$ cat src/rtl/mem_wb_stage.sv
// mem_wb_stage: memory / write-back pipeline stage.
// Takes the buffered EX-side control and data, performs the data-RAM access
// against an internal word-addressed RAM, and presents registered
// write-back data, destination and write enable to the register bank.
// A multi-cycle load raises stall until its result is delivered.
// Optional build macro: MEM_ALIGN_CHECK_EN adds a registered misalign flag
// and suppresses/zeroes misaligned stores/loads.
module mem_wb_stage #(
  parameter int unsigned DEPTH    = 64,
  parameter int unsigned ADDR_W   = 6,
  parameter int unsigned READ_LAT = 2
) (
  input  logic        clk,
  input  logic        rst,
  input  logic        in_valid,
  input  logic        dataIn_wE_BR,
  input  logic        dataIn_W_ram,
  input  logic        dataIn_R_ram,
  input  logic [31:0] dataIn_DW_alu,
  input  logic [31:0] dataIn_DR2,
  input  logic [4:0]  dataIn_WA,
  output logic        stall,
  output logic        dataOut_wE_BR,
  output logic [31:0] dataOut_DW,
  output logic [4:0]  dataOut_WA,
  output logic        out_valid
`ifdef MEM_ALIGN_CHECK_EN
  ,
  output logic        misalign
`endif
);

  typedef enum logic {
    IDLE,
    WAIT
  } state_t;

  // Counter preload; only meaningful when READ_LAT > 1.
  localparam logic [1:0] CNT_INIT = (READ_LAT > 1) ? 2'(READ_LAT - 2) : 2'd0;

  state_t            state;
  logic [1:0]        cnt;
  logic [31:0]       mem [DEPTH];

  logic [ADDR_W-1:0] idx;
  logic [ADDR_W-1:0] capIdx;
  logic [4:0]        capWA;
  logic              capWE;
  logic              capMis;
  logic              addrMis;
  logic              storeAcc;

  // Word index: byte address >> 2, truncated so high addresses wrap.
  assign idx = dataIn_DW_alu[ADDR_W+1:2];

`ifdef MEM_ALIGN_CHECK_EN
  assign addrMis = |dataIn_DW_alu[1:0];
`else
  assign addrMis = 1'b0;
`endif

  // A store wins over a simultaneous load strobe; misaligned stores never write.
  assign storeAcc = (state == IDLE) && in_valid && dataIn_W_ram && !addrMis && !rst;

  // Data RAM write port; contents deliberately survive reset.
  always_ff @(posedge clk) begin
    if (storeAcc) begin
      mem[idx] <= dataIn_DR2;
    end
  end

  // Stage control: accept in IDLE, count down load latency in WAIT.
  always_ff @(posedge clk or posedge rst) begin
    if (rst) begin
      state         <= IDLE;
      cnt           <= '0;
      stall         <= 1'b0;
      capIdx        <= '0;
      capWA         <= '0;
      capWE         <= 1'b0;
      capMis        <= 1'b0;
      out_valid     <= 1'b0;
      dataOut_wE_BR <= 1'b0;
      dataOut_DW    <= '0;
      dataOut_WA    <= '0;
`ifdef MEM_ALIGN_CHECK_EN
      misalign      <= 1'b0;
`endif
    end else begin
      // Non-completing cycles: no write-back, data/destination hold.
      out_valid     <= 1'b0;
      dataOut_wE_BR <= 1'b0;
`ifdef MEM_ALIGN_CHECK_EN
      misalign      <= 1'b0;
`endif
      case (state)
        IDLE: begin
          if (in_valid) begin
            if (dataIn_W_ram) begin
              out_valid     <= 1'b1;
              dataOut_DW    <= dataIn_DW_alu;
              dataOut_WA    <= dataIn_WA;
              dataOut_wE_BR <= dataIn_wE_BR;
`ifdef MEM_ALIGN_CHECK_EN
              misalign      <= addrMis;
`endif
            end else if (dataIn_R_ram) begin
              if (READ_LAT == 1) begin
                out_valid     <= 1'b1;
                dataOut_DW    <= addrMis ? '0 : mem[idx];
                dataOut_WA    <= dataIn_WA;
                dataOut_wE_BR <= dataIn_wE_BR && !addrMis;
`ifdef MEM_ALIGN_CHECK_EN
                misalign      <= addrMis;
`endif
              end else begin
                capIdx <= idx;
                capWA  <= dataIn_WA;
                capWE  <= dataIn_wE_BR;
                capMis <= addrMis;
                cnt    <= CNT_INIT;
                stall  <= 1'b1;
                state  <= WAIT;
              end
            end else begin
              out_valid     <= 1'b1;
              dataOut_DW    <= dataIn_DW_alu;
              dataOut_WA    <= dataIn_WA;
              dataOut_wE_BR <= dataIn_wE_BR;
            end
          end
        end
        WAIT: begin
          if (cnt == 2'd0) begin
            out_valid     <= 1'b1;
            dataOut_DW    <= capMis ? '0 : mem[capIdx];
            dataOut_WA    <= capWA;
            dataOut_wE_BR <= capWE && !capMis;
`ifdef MEM_ALIGN_CHECK_EN
            misalign      <= capMis;
`endif
            stall         <= 1'b0;
            state         <= IDLE;
          end else begin
            cnt <= cnt - 2'd1;
          end
        end
        default: begin
          stall <= 1'b0;
          state <= IDLE;
        end
      endcase
    end
  end

endmodule

$ cat config.mk
export PLATFORM = sky130hd
export DESIGN_NAME = mem_wb_stage
export DESIGN_NICKNAME = d
export VERILOG_FILES = /design/src/rtl/mem_wb_stage.sv
export SDC_FILE = /design/constraint.sdc
export NUM_CORES = 2
export LEC_CHECK = 0
export ABC_AREA = 0
export CAP_MARGIN = 5
export CORE_MARGIN = 8
export CORE_UTILIZATION = 30
export CTS_CLUSTER_DIAMETER = 50
export DETAILED_ROUTE_END_ITERATION = 10
export PLACE_DENSITY = 0.56
export SYNTH_ARGS = -nofsm -noshare
export SYNTH_HDL_FRONTEND = slang
export SYNTH_SLANG_ARGS = --single-unit
$ cat constraint.sdc
create_clock -name clk -period 6.1 [get_ports clk]
set_clock_uncertainty 0.2 [all_clocks]
set_input_delay 0.915 -clock clk [delete_from_list [all_inputs] [get_ports clk]]
set_output_delay 0.915 -clock clk [all_outputs]
set_load 0.02 [all_outputs]
**Yosys cells after proc, flatten, opt, wreduce, memory -nomap -nowiden**

Memories as Yosys holds them, arrays and structs flattened.
Index checks and enable logic that the tools add are counted.

- Equality and inequality tests: 6
- Multiplexer cells: 37
- Magnitude comparators: 0
- Div/mod/pow operators: 0
- Reduce and logical (&&, ||, !) cells: 9
- Add/subtract/negate cells: 1
- $mul: 0
- Shifts and indexed selects: 0
- Bitwise gates (word level): 2

Operators with widths:

| cell | number |
|---|---|
| two-way mux 32 bit | 4 |
| case mux 32 bit (2 select lines) | 1 |
| two-way mux 5 bit | 4 |
| two-way mux 1 bit | 18 |
| AND reduction 4 bit | 3 |
| case mux 5 bit (2 select lines) | 1 |
| two-way mux 2 bit | 4 |
| != test 2 bit (second input constant) | 4 |
| case mux 1 bit (2 select lines) | 4 |
| case mux 2 bit (2 select lines) | 1 |
| logical AND 1 bit | 3 |
| != test 3 bit (second input constant) | 1 |
| AND reduction 3 bit | 1 |
| zero test 2 bit | 1 |
| != test 2 x 1 -> 1 bit (second input constant) | 1 |
| NOT 1 bit | 2 |
| subtractor 2 x 1 -> 2 bit (second input constant) | 1 |
| zero test 1 bit | 1 |

- Word-level logic and storage cells: 66
- Flip-flop bits (word level): 55
- Memories: 1
- Output and inout bits: 40
- RAM bits: 2048
- Bits in read-only memories: 0
- Bits in latches: 0

Memory list:

| name | words | bits a word | rd ports | clocked after memory_dff | write ports | line | RTL |
|---|---|---|---|---|---|---|---|
| mem | 64 | 32 | 1 | 0 | 1 | 43 | `logic [31:0] mem [DEPTH];` |

**Depth between registers and ports, before layout**

- Depth after elaboration: 6
- Mapped depth: 12
- Depth with buffers taken out: 8

**Least setup slack after synthesis**

Ideal clock, no wire load.

- Kind: input -> register
- Start point: in rst
- End point: mem mem[63][0], enable pin
- Slack: 1.364 ns
- Required time: 5.479 ns
- Path buffers: 0
- Arrival time: 4.115 ns
- Cell stages on the path: 4
- Cells stage by stage: inv_1 -> and4_1 -> nand3_1 -> nor2_1

- Cells in the longest elaborated chain, start to end: 4

RTL lines:

| item | line | RTL |
|---|---|---|
| from (decl) | 14 | `input logic rst,` |
| zero test 1 bit (no line) | - |  |
| logical AND 1 bit | 63 | `assign storeAcc = (state == IDLE) && in_valid && dataIn_W_ram && !addrMis && !rst;` |
| two-way mux 1 bit | 67 | `if (storeAcc) begin` |
| two-way mux 1 bit (implied by the code) | 68 | `mem[idx] <= dataIn_DR2;` |
| to (decl) | 43 |  |

No other way between the ends.

**Worst setup path in the final report**

- Start point: reg capIdx[0]
- End point: reg dataOut_DW[28]

- Cells in the longest elaborated chain, start to end: 3

RTL lines:

| item | line | RTL |
|---|---|---|
| from (decl) | 46 | `logic [ADDR_W-1:0] capIdx;` |
| from (signal assigned) | 117 | `capIdx <= idx;` |
| memory (64 x 32 bit) | - |  |
| two-way mux 32 bit | 134 | `if (cnt == 2'd0) begin` |
| case mux 32 bit (2 select lines) | 96 | `case (state)` |
| to (signal assigned) | 101 | `dataOut_DW <= dataIn_DW_alu;` |
| to (signal assigned) | 110 | `dataOut_DW <= addrMis ? '0 : mem[idx];` |
| to (signal assigned) | 136 | `dataOut_DW <= capMis ? '0 : mem[capIdx];` |
| to (decl) | 24 | `output logic [31:0] dataOut_DW,` |

No other way between the ends. The select of a mux whose other input is x is not followed.
A chain may end at the register's enable or synchronous reset.

==> impl_metrics.toml <==
[cts]
post_cts_buffers = 0
clock_latency_ps = 840
clockBufferDepth = 3
postCtsHoldBufs = 0
cts_tree = "yes"
clkSlewWorstSetupHoldPaths_ps = 60
cts_sinks = 2103
clock-root-buffer = "clkbuf_16"
cts_buffers = 207
ctsHtreeMaxLevel = 4
cts_resized = 0

[timing]
timing.fmax_mhz = 248
fin_crit_ps = 4030
fin_crit_sh_pct = 66.0
worst_slew_pin_slew_ps = 1240
fin_tns_setup_ps = 0
rsz0062_at_grt = "no"
setup_violations = 0
whs_ps = 279
slew_viol_final = 0
slew-limit-headroom_pct = 16.8
hold_violations = 0

[worst_setup_path]
crit_required_ps = 6590
slowest_stage = "dfrtp_4"
reg2regPathDepth = 8
reg2reg_slack_ps = 2070
path_cells = "buf_4 -> mux4_2 -> nor2_1 -> nor2_1 -> o22ai_1 -> nor3_1 -> buf_4 -> or3_1"
worstSetupStartpoint = "capIdx[0]"
crit_fanout = 30
cp.arrival_ps = 4520
timing.rr.end = "dataOut_DW[28]"
worstReg2RegStart = "capIdx[0]"
start_kind = "flop"
crit_path_end_kind = "flop"
max_stage_delay_ps = 940
worstSetupPathType = "flop to flop"

[logic_synthesis]
synth_fp_nets = 3727
ys_seq_area_share_pct = 77.8
syn_area_per_cell_um2 = 22.1
synthArstFlopShare_pct = 2.62
ys_types = 51
synthCells = 3651
synth-seq-cells = 2103
syn_area_um2 = 80800
ys_warn_count = 0
ys.flop_type = "edfxtp_1"
synth_edf_count = 2048

[drt]
wl_per_cell_um = 28.9
drtAntennaViolNets = 0
post_drt_via_cell_ratio = 5.06
dr.pass1.iters = 6
drcViolationCount = 0
drt_wl_total_um = 221000
drtIter0Drc = 4606
vias = 38800

[cells_and_area]
multi_input_area_um2 = 17500
drive_gt1_share_pct = 27.6
mostFrequentLayoutCell = "edfxtp_1"
areaGrowthSynthToFinish_pct = 16.2
regArea_um2 = 62900
fillers = 24700
fin_nets = 4001
final_cell_mix = "2,048 x edfxtp_1, 523 x mux4_2, 212 x clkbuf_16"
post-route-util_pct = 35.0
final_cell_area_um2 = 93900
fin_cells = 7672

[floorplanning]
placement_rows = 190
die_w_um = 535
ios = 115
die_h_um = 535
start_util_pct = 30.2
dieArea_um2 = 286000
core_region_area_um2 = 268000

[grt]
grt_pass1_wl_um = 310000
grt_usage_pct = 15.1
grt_max_degree = 119
first_global_vias = 39300
grt_overflow = 0
antenna_found_initial = 31

[min_path]
holdPathEnd = "dataOut_WA[2]"
hp-class = "flop to flop"
hp-start = "dataOut_WA[2]"
hold_depth = 2

[power]
ir_worst_vdd_mv = 0.324
total_leakage_power_nw = 28.8
pwr_density_cell_nw_per_um2 = 355

[run]
max_cap_viol_count = 0

[placement]
dpl_cell_area_um2 = 87200
dp_cells = 7268
io_buffer_count = 114
gp_congestion = 0.791
place_hpwl_um = 135000

[status]
status = "complete, no violations"
==> power by group <==
group          switching, W  total, W  internal [W]
logic               0.00268   0.00462       0.00194
registers          0.000182    0.0161        0.0159
clock network       0.00552    0.0126       0.00708
total               0.00838    0.0333        0.0250
==> critical path: cells and delay by family, from the launching register on <==
family,cells,cell delay (ps)
AO/OA/AOI/OAI,1,470
flip-flops,1,940
AND/OR/NAND/NOR,4,830
buffers and inverters,2,780
multiplexers,1,580
==> worst max path at each step <==
stage / to / cells past startpoint
2_1_floorplan: mem[63][0] / 4
3_5_place_dp: mem[28][16] / 6
5_1_grt: dataOut_DW[28] / 8
3_3_place_gp: mem[54][21] / 5
4_1_cts: dataOut_DW[23] / 7
6_report: dataOut_DW[28] / 8
==> cells by family after synthesis <==
kind of cell             synth area share [%]
AO/OA/AOI/OAI                            1.73
adder cells (fa/ha/maj)                0.0155
buffers and inverters                    1.18
flip-flops                               77.8
multiplexers                             16.5
AND/OR/NAND/NOR                          2.70
==> layout make-up <==
cell class | count | area share, %
antenna | 17 | 0.0453
timing repair buffer | 262 | 2.49
multi-input combinational | 1343 | 18.6
tap | 3552 | 4.73
sequential | 2103 | 67.0
inverter | 8 | 0.0413
clock buffer | 273 | 5.96
clock inverter | 114 | 1.14
==> cell usage after synthesis, drive strengths merged, types with 6 or more instances <==
library cell | n | area, µm²
nand2 | 95 | 357
dfrtp | 55 | 1380
buf | 117 | 627
nand2b | 13 | 81.3
nor2 | 201 | 754
nand3 | 12 | 60.1
mux4 | 523 | 11800
mux2i | 97 | 971
inv | 7 | 26.3
nor2b | 34 | 213
mux2 | 54 | 608
o2111ai | 7 | 61.3
a21oi | 47 | 235
and2 | 6 | 37.5
a211oi | 12 | 90.1
o211ai | 8 | 60.1
or3 | 27 | 169
nor3b | 31 | 233
nor3 | 30 | 150
a32o | 20 | 200
o221ai | 25 | 219
o22ai | 37 | 231
clkbuf | 80 | 300
edfxtp | 2048 | 61500
o21ai | 25 | 125
==> flip-flops by register name, summed over array words and instances, names as in the netlist <==
name and flops:
out_valid 1, cnt 2, dataOut_DW 32, capWE 1, state 1, dataOut_WA 5
dataOut_wE_BR 1, capIdx 6, mem 2048, stall 1, capWA 5
==> through the flow <==
step / setup slack [ps] / total power, W
6_report: 2070 / 0.0333
5_1_grt: 1890 / 0.0343
4_1_cts: 2140 / 0.0337
3_5_place_dp: 1400 / 0.0211
3_3_place_gp: 1420 / 0.0211
2_1_floorplan: 1360 / 0.0192
==> layer usage <==
layer	track usage (%)	wire [µm]
met5	0	12
met4	4.78	6620
met3	4.19	19300
met2	24.0	105000
met1	20.2	90500
No activity file was read; power rests on OpenSTA's default activity.
